--- src/rtl/trigb_pkg.sv ---
// Shared constants, width helper and coefficient type for the multi-channel TRIGB trigger stage.
package trigb_pkg;

    localparam int WIDTH_DEF = 16;
    localparam int NCH_DEF   = 32;
    localparam int NCOEF_DEF = 8;

    // Index width that never collapses to zero bits for single-entry ranges.
    function automatic int idx_w(input int n);
        return (n <= 1) ? 1 : $clog2(n);
    endfunction

    typedef logic signed [WIDTH_DEF-1:0] coef_t;

endpackage

--- src/rtl/trigb_flag_bank.sv ---
// Per-channel trigger-in-progress flags with single-index set/clear and full-width readout.
module trigb_flag_bank
    import trigb_pkg::*;
#(
    parameter  int NCH = NCH_DEF,
    localparam int CHW = idx_w(NCH)
) (
    input  logic           clk,
    input  logic           reset,
    input  logic           set_en,
    input  logic           clr_en,
    input  logic [CHW-1:0] idx,
    output logic [NCH-1:0] flags
);

    // Clear wins over set: a frame's last beat always leaves the channel idle.
    always_ff @(posedge clk or negedge reset) begin
        if (!reset) begin
            flags <= '0;
        end else if (clr_en) begin
            flags[idx] <= 1'b0;
        end else if (set_en) begin
            flags[idx] <= 1'b1;
        end
    end

endmodule

--- src/rtl/trigb_mc.sv ---
// Multi-channel TRIGB trigger stage: zeroes a channel's frame after TR, one-deep registered output.
// Optional trigger statistics counter enabled by defining TRIGB_MC_STATS_EN.
module trigb_mc
    import trigb_pkg::*;
#(
    parameter  int WIDTH = WIDTH_DEF,
    parameter  int NCH   = NCH_DEF,
    parameter  int NCOEF = NCOEF_DEF,
    localparam int CHW   = idx_w(NCH),
    localparam int IW    = idx_w(NCOEF)
) (
    input  logic                    clk,
    input  logic                    reset,
    input  logic                    scan_in0,
    input  logic                    scan_in1,
    input  logic                    scan_in2,
    input  logic                    scan_in3,
    input  logic                    scan_in4,
    input  logic                    scan_enable,
    input  logic                    test_mode,
    output logic                    scan_out0,
    output logic                    scan_out1,
    output logic                    scan_out2,
    output logic                    scan_out3,
    output logic                    scan_out4,
    input  logic                    in_valid,
    output logic                    in_ready,
    input  logic [CHW-1:0]          in_ch,
    input  logic [IW-1:0]           in_idx,
    input  logic                    TR,
    input  logic signed [WIDTH-1:0] AnP,
    output logic                    out_valid,
    input  logic                    out_ready,
    output logic [CHW-1:0]          out_ch,
    output logic [IW-1:0]           out_idx,
    output logic signed [WIDTH-1:0] AnR,
    output logic [NCH-1:0]          tr_flags
`ifdef TRIGB_MC_STATS_EN
    ,
    output logic [15:0]             tr_count
`endif
);

    localparam logic [CHW:0]  NCH_L    = NCH[CHW:0];
    localparam logic [IW-1:0] LAST_IDX = IW'(NCOEF - 1);

    logic          accept_p0;
    logic          ch_ok_p0;
    logic          last_p0;
    logic          cur_flag_p0;
    logic          zero_p0;
    logic          vld_p1;
    logic [CHW-1:0] ch_p1;
    logic [IW-1:0]  idx_p1;
    logic signed [WIDTH-1:0] anr_p1;
    logic          unused_scan;

    assign scan_out0 = 1'b0;
    assign scan_out1 = 1'b0;
    assign scan_out2 = 1'b0;
    assign scan_out3 = 1'b0;
    assign scan_out4 = 1'b0;
    assign unused_scan = ^{scan_in0, scan_in1, scan_in2, scan_in3, scan_in4,
                           scan_enable, test_mode};

    // ---- stage p0: accept, zero decision, flag update ----
    assign in_ready    = !vld_p1 || out_ready;
    assign accept_p0   = in_valid && in_ready;
    assign ch_ok_p0    = {1'b0, in_ch} < NCH_L;
    assign last_p0     = (in_idx == LAST_IDX);
    assign cur_flag_p0 = ch_ok_p0 ? tr_flags[in_ch] : 1'b0;
    assign zero_p0     = TR || cur_flag_p0;

    trigb_flag_bank #(.NCH(NCH)) u_flags (
        .clk    (clk),
        .reset  (reset),
        .set_en (accept_p0 && ch_ok_p0 && !last_p0 && TR),
        .clr_en (accept_p0 && ch_ok_p0 && last_p0),
        .idx    (in_ch),
        .flags  (tr_flags)
    );

    // ---- stage p1: registered output, held while stalled ----
    always_ff @(posedge clk or negedge reset) begin
        if (!reset) begin
            vld_p1 <= 1'b0;
            anr_p1 <= '0;
            ch_p1  <= '0;
            idx_p1 <= '0;
        end else if (accept_p0) begin
            vld_p1 <= 1'b1;
            anr_p1 <= zero_p0 ? '0 : AnP;
            ch_p1  <= in_ch;
            idx_p1 <= in_idx;
        end else if (out_ready) begin
            vld_p1 <= 1'b0;
        end
    end

    assign out_valid = vld_p1;
    assign AnR       = anr_p1;
    assign out_ch    = ch_p1;
    assign out_idx   = idx_p1;

`ifdef TRIGB_MC_STATS_EN
    function automatic logic [15:0] sat_inc(input logic [15:0] v);
        return (v == 16'hFFFF) ? v : v + 16'd1;
    endfunction

    // Counts the first trigger of each frame; repeat TRs inside a frame see the flag already set.
    always_ff @(posedge clk or negedge reset) begin
        if (!reset) begin
            tr_count <= '0;
        end else if (accept_p0 && TR && !cur_flag_p0) begin
            tr_count <= sat_inc(tr_count);
        end
    end
`endif

endmodule

--- config.mk ---
export PLATFORM = sky130hd
export DESIGN_NAME = trigb_mc
export DESIGN_NICKNAME = d
export VERILOG_FILES = /design/src/rtl/trigb_pkg.sv /design/src/rtl/trigb_flag_bank.sv /design/src/rtl/trigb_mc.sv
export SDC_FILE = /design/constraint.sdc
export NUM_CORES = 1
export LEC_CHECK = 0
export ABC_AREA = 0
export BUFFER_PORTS_ARGS = -buffer_cell sky130_fd_sc_hd__buf_2
export CAP_MARGIN = 20
export CORE_MARGIN = 2
export CORE_UTILIZATION = 56
export CTS_BUF_LIST = sky130_fd_sc_hd__clkbuf_4
export CTS_CLUSTER_DIAMETER = 120
export DETAILED_ROUTE_END_ITERATION = 12
export MAX_ROUTING_LAYER = met4
export PLACE_DENSITY = 0.92
export SLEW_MARGIN = 30
export SYNTH_ARGS = -nofsm -noshare
export SYNTH_HDL_FRONTEND = slang
export SYNTH_SLANG_ARGS = --single-unit
--- constraint.sdc ---
create_clock -name clk -period 2.64 [get_ports clk]
set_input_delay 0.264 -clock clk [delete_from_list [all_inputs] [get_ports clk]]
set_output_delay 0.264 -clock clk [all_outputs]
set_load 0.02 [all_outputs]
-- Word level (Yosys, flattened, before mapping)
Cells that the tools add are included.
- register bits: 57
- bits in latches: 0
- memory bits (writable): 0
- ROM bits: 0
- output and inout port bits: 63
- memories kept: 0
- add/subtract/negate cells: 0
- $mul: 0
- divide/modulo/power cells: 0
- magnitude comparators: 2
- equal/unequal tests: 1
- shifts and indexed selects: 0
- muxes and demuxes: 9
- bitwise logic cells: 3
- reductions and logical operators: 11
- operator list (operator ; count):
    two-way mux 32 bit ; 2
    AND 32 bit ; 1
    inverter 32 bit ; 1
    bitwise OR 32 bit ; 1
    two-way mux 16 bit ; 1
    less-than comparator 5 x 6 -> 1 bit (second input constant) ; 1
    binary-select mux 1 bit (select 5 bit) ; 1
    demux 1 bit (select 5 bit) ; 1
    >= comparator 5 x 1 -> 1 bit (second input constant) ; 1
    logical AND 1 bit ; 5
    two-way mux 1 bit ; 4
    nonzero test 2 bit ; 2
    equality test 3 bit (second input constant) ; 1
    zero test 1 bit ; 2
    logical OR 1 bit ; 2

-- Longest topological paths before layout
- depth after elaboration: 7
- depth in mapped cells: 9

-- Modules after synthesis
From an unflattened synthesis, not the netlist that was laid out.
- cells, all modules: 223
- area, all modules: 2803.9 µm²
- by module, submodules not included (module ; times used ; cells each ; area an instance (µm²)):
    trigb_flag_bank ; 1 ; 129 ; 1505.2
    trigb_mc ; 1 ; 94 ; 1298.7

-- Worst setup path before layout
Ideal clock, no wire load.
- path kind: reg-to-reg
- from: register vld_p1, in the netlist out_valid
- to: register with a tool-made name
- data arrival time: 2003 ps
- required time: 2515 ps
- slack: 512 ps
- stages on the path, launching flop included: 7
- path buffers: 1
- cell sequence: dfrtp_1 > nand2b_1 > o211ai_1 > or3b_2 > clkbuf_1 > nor2_1 > mux2_2
- RTL lines (element ; RTL line ; RTL):
    from (decl) ; trigb_mc.sv:52 ; logic vld_p1;
    from (signal assigned) ; trigb_mc.sv:86 ; vld_p1 <= 1'b0;
    from (signal assigned) ; trigb_mc.sv:91 ; vld_p1 <= 1'b1;
    from (signal assigned) ; trigb_mc.sv:96 ; vld_p1 <= 1'b0;

==> flow_summary_export.csv <==
group,metric,value,unit
critical_path,crit_slowest_cell,"or3b_2",
outcome,status,"complete, but fails checks",
critical_path,crit_path_max_fanout,8,
power_and_ir_drop,seqPwrFrac,0.453,
logic_synthesis,ys_types,33,
power_and_ir_drop,p_sw_frac,0.330,
critical_path,path_buf_inv,0,
routing,first_pass_iters,4,
floorplanning,die-height,75.3,µm
layout,area_growth,20.2,%
sta,setup_tns,0,ns
power_and_ir_drop,max-vdd-ir-drop,0.525,mV
placement,post-place-ws,0.526,ns
floorplanning,dieArea,5670,µm²
critical_path,path_cells,"nand2b_1 > o211ai_1 > or3b_2 > nor2_1 > mux2_2",
sta,post-route-min-period,2.03,ns
sta,final_hold_viol_count,5,
global_route,use_met3,0.0616,
routing,drt-wirelength-per-cell,15.7,µm
sta,slew_violations,0,
clock_network,cts_max_path_buffers,2,
placement,gp_congestion,0.856,
clock_network,htree_levels,3,
logic_synthesis,yosys_warnings,0,
placement,hpwl,4580,µm
routing,wl,6510,µm
logic_synthesis,syn_area_per_cell,11.0,µm²
critical_path,crit_path_end_kind,"flop",
worst_hold_path,hold_path.class,"input pin to asynchronous set/reset pin",
power_and_ir_drop,power.leakage,1.71,nW
sta,worst_slew_pin_slew,0.728,ns
power_and_ir_drop,p_comb_frac,0.260,
power_and_ir_drop,finalPower,2.44,mW
clock_network,clkLatencyLatePin,0.40,ns
placement,io_buffers,86,
layout,fillers,379,
sta,finClkSkew,0.0165,ns
global_route,overflow,0,
sta,fin_hold_ws,-0.00892,ns
logic_synthesis,synthCells,259,
clock_network,hold_buffers,0,
outcome,violations,"negative hold slack",
sta,timing.fmax,492,MHz
routing,drt-initial-drc-count,115,
clock_network,cts_root_buf,"clkbuf_4",
critical_path,crit_family,"simple AND/OR/NAND/NOR gates",
layout,multi_input_area,1280,µm²
logic_synthesis,seq_area_frac_synth,0.501,
sta,setup_ws,0.608,ns
layout,seqCellArea,1430,µm²
routing,drc_errors,0,
floorplanning,die_w,75.3,µm
clock_network,cts_buffers,9,
global_route,grt_pass1_vias,2140,
critical_path,required,2.93,ns
sta,period_share,0.770,
critical_path,critPathLaunchType,"flop",
layout,drive_gt1_frac,0.441,
layout,diodes,0,
clock_network,cts_resized,0,
power_and_ir_drop,p_int,1.64,mW
logic_synthesis,syn_area,2850,µm²
critical_path,critical_path_class,"flop to flop",
global_route,use_met1,0.326,
clock_network,cts_tree,"built",
routing,ant_nets,0,
global_route,busiest_layer,"met2",
sta,rsz0062_at_grt,"false",
power_and_ir_drop,p_switching,0.804,mW
global_route,grt_pass1_wl,10300,µm
logic_synthesis,yosys_register_bits,57,
sta,setup_viol,0,
routing,viasPerCell,5.50,
global_route,grt_max_degree,58,
power_and_ir_drop,powerDensity,714,nW/µm²
run,cap_viol_max_count,0,
global_route,antenna_found_initial,0,
power_and_ir_drop,clock_power_share,0.288,
critical_path,cp_slowest_stage_delay,0.62,ns
global_route,grt_util_met2,0.382,
global_route,track_usage,0.253,
clock_network,cts.sinks,57,
critical_path,arrival,2.32,ns
sta,relSlewSlack,0.515,
routing,vias,2289,
clock_network,cts_setup_buffers,0,
floorplanning,initial_utilization,0.591,
clock_network,clk_pin_slew,0.10,ns
floorplanning,coreArea,4820,µm²
floorplanning,ios,99,
floorplanning,rows,25,
layout,layout.nets,380,
## cells by family (layout without fill, tap and decap cells)
logic type / Yosys count / after routing / share of synthesized area
AO/OA/AOI/OAI: 25 / 25 / 0.0572
other: 1 / 5 / 0.00132
multiplexers: 56 / 56 / 0.215
flip-flops: 57 / 57 / 0.501
buffers and inverters: 23 / 109 / 0.0550
AND/OR/NAND/NOR: 97 / 97 / 0.170
## per-stage QoR
step	hold slack, ns	util	std cells	cell area (µm²)
after CTS	0.0181	0.710	416	3420
after global placement	0.436	0.678	400	3270
final	-0.00892	0.710	416	3420
after global routing	0.0475	0.710	416	3420
after floorplan	-0.0316	-	263	2860
after detailed placement	0.446	0.678	400	3270
## final timing paths
check / slack [ns] / end / startpoint / cells past startpoint
min in group clk: 0.10 / AnR[6] / AnP[6] / 3
worst min register to register: 0.48 / AnR[0] / AnR[0] / 2
worst max register to register: 0.61 / flop / out_valid / 5
max in group asynchronous: 2.18 / out_idx[0] / reset / 2
worst min-delay path: -0.009 / asynchronous set/reset pin / reset / 2
worst max-delay path: 0.61 / flop / out_valid / 5
## area by class of cell
type	count	share of cell area
Sequential cell	57	0.417
Multi-Input combinational cell	183	0.374
Timing Repair Buffer	92	0.139
Clock inverter	7	0.0249
Tap cell	67	0.0245
Clock buffer	9	0.0198
Inverter	1	0.00110
## power by group through the flow
stage / clock (mW) / sequential, mW / combinational (mW)
after floorplan: 0 / 1.28 / 0.246
after global routing: 0.746 / 1.12 / 0.687
after detailed placement: 0 / 1.12 / 0.639
after global placement: 0 / 1.11 / 0.625
after CTS: 0.708 / 1.10 / 0.641
final: 0.702 / 1.11 / 0.633
## synth_stat cells, drive strengths merged
cell     n  area, µm²
nand3b   5       37.5
nor3b    3       27.5
nand4    2       12.5
nor4     2       12.5
inv      1       3.75
and3     1       6.26
o211ai   1       7.51
nand2   21       78.8
o22ai    3       18.8
clkbuf   8       31.3
o21ai   18       93.8
nand2b   5       31.3
nor2    28        105
or3b     4       35.0
buf     14        121
mux2    41        462
conb     1       3.75
nor4b    1       8.76
o31a     1       8.76
mux2i   15        150
dfrtp   57       1430
or3      3       18.8
nor3     3       15.0
o21bai   1       7.51
a311oi   1       26.3
nand3   19       95.1
## placed cells by master (no fill, tap or decap), drive strengths merged
cell	n
nand3b	5
nor4	2
nor2	28
or3	3
nor4b	1
inv	1
or3b	4
a311oi	1
nand2b	5
clkinv	4
o21bai	1
nor3b	3
o211ai	1
clkbuf	9
clkinvlp	1
buf	92
o21ai	18
conb	5
dfrtp	57
and3	1
o31a	1
bufinv	2
nor3	3
mux2	41
o22ai	3
nand4	2
nand2	21
nand3	19
mux2i	15
## routing by layer
metal / share of wire / wire [µm]
met1: 0.41 / 2660
met2: 0.51 / 3310
met3: 0.064 / 418
met4: 0.019 / 127
met5: 0 / 0
(Power assumes the default switching activity.)
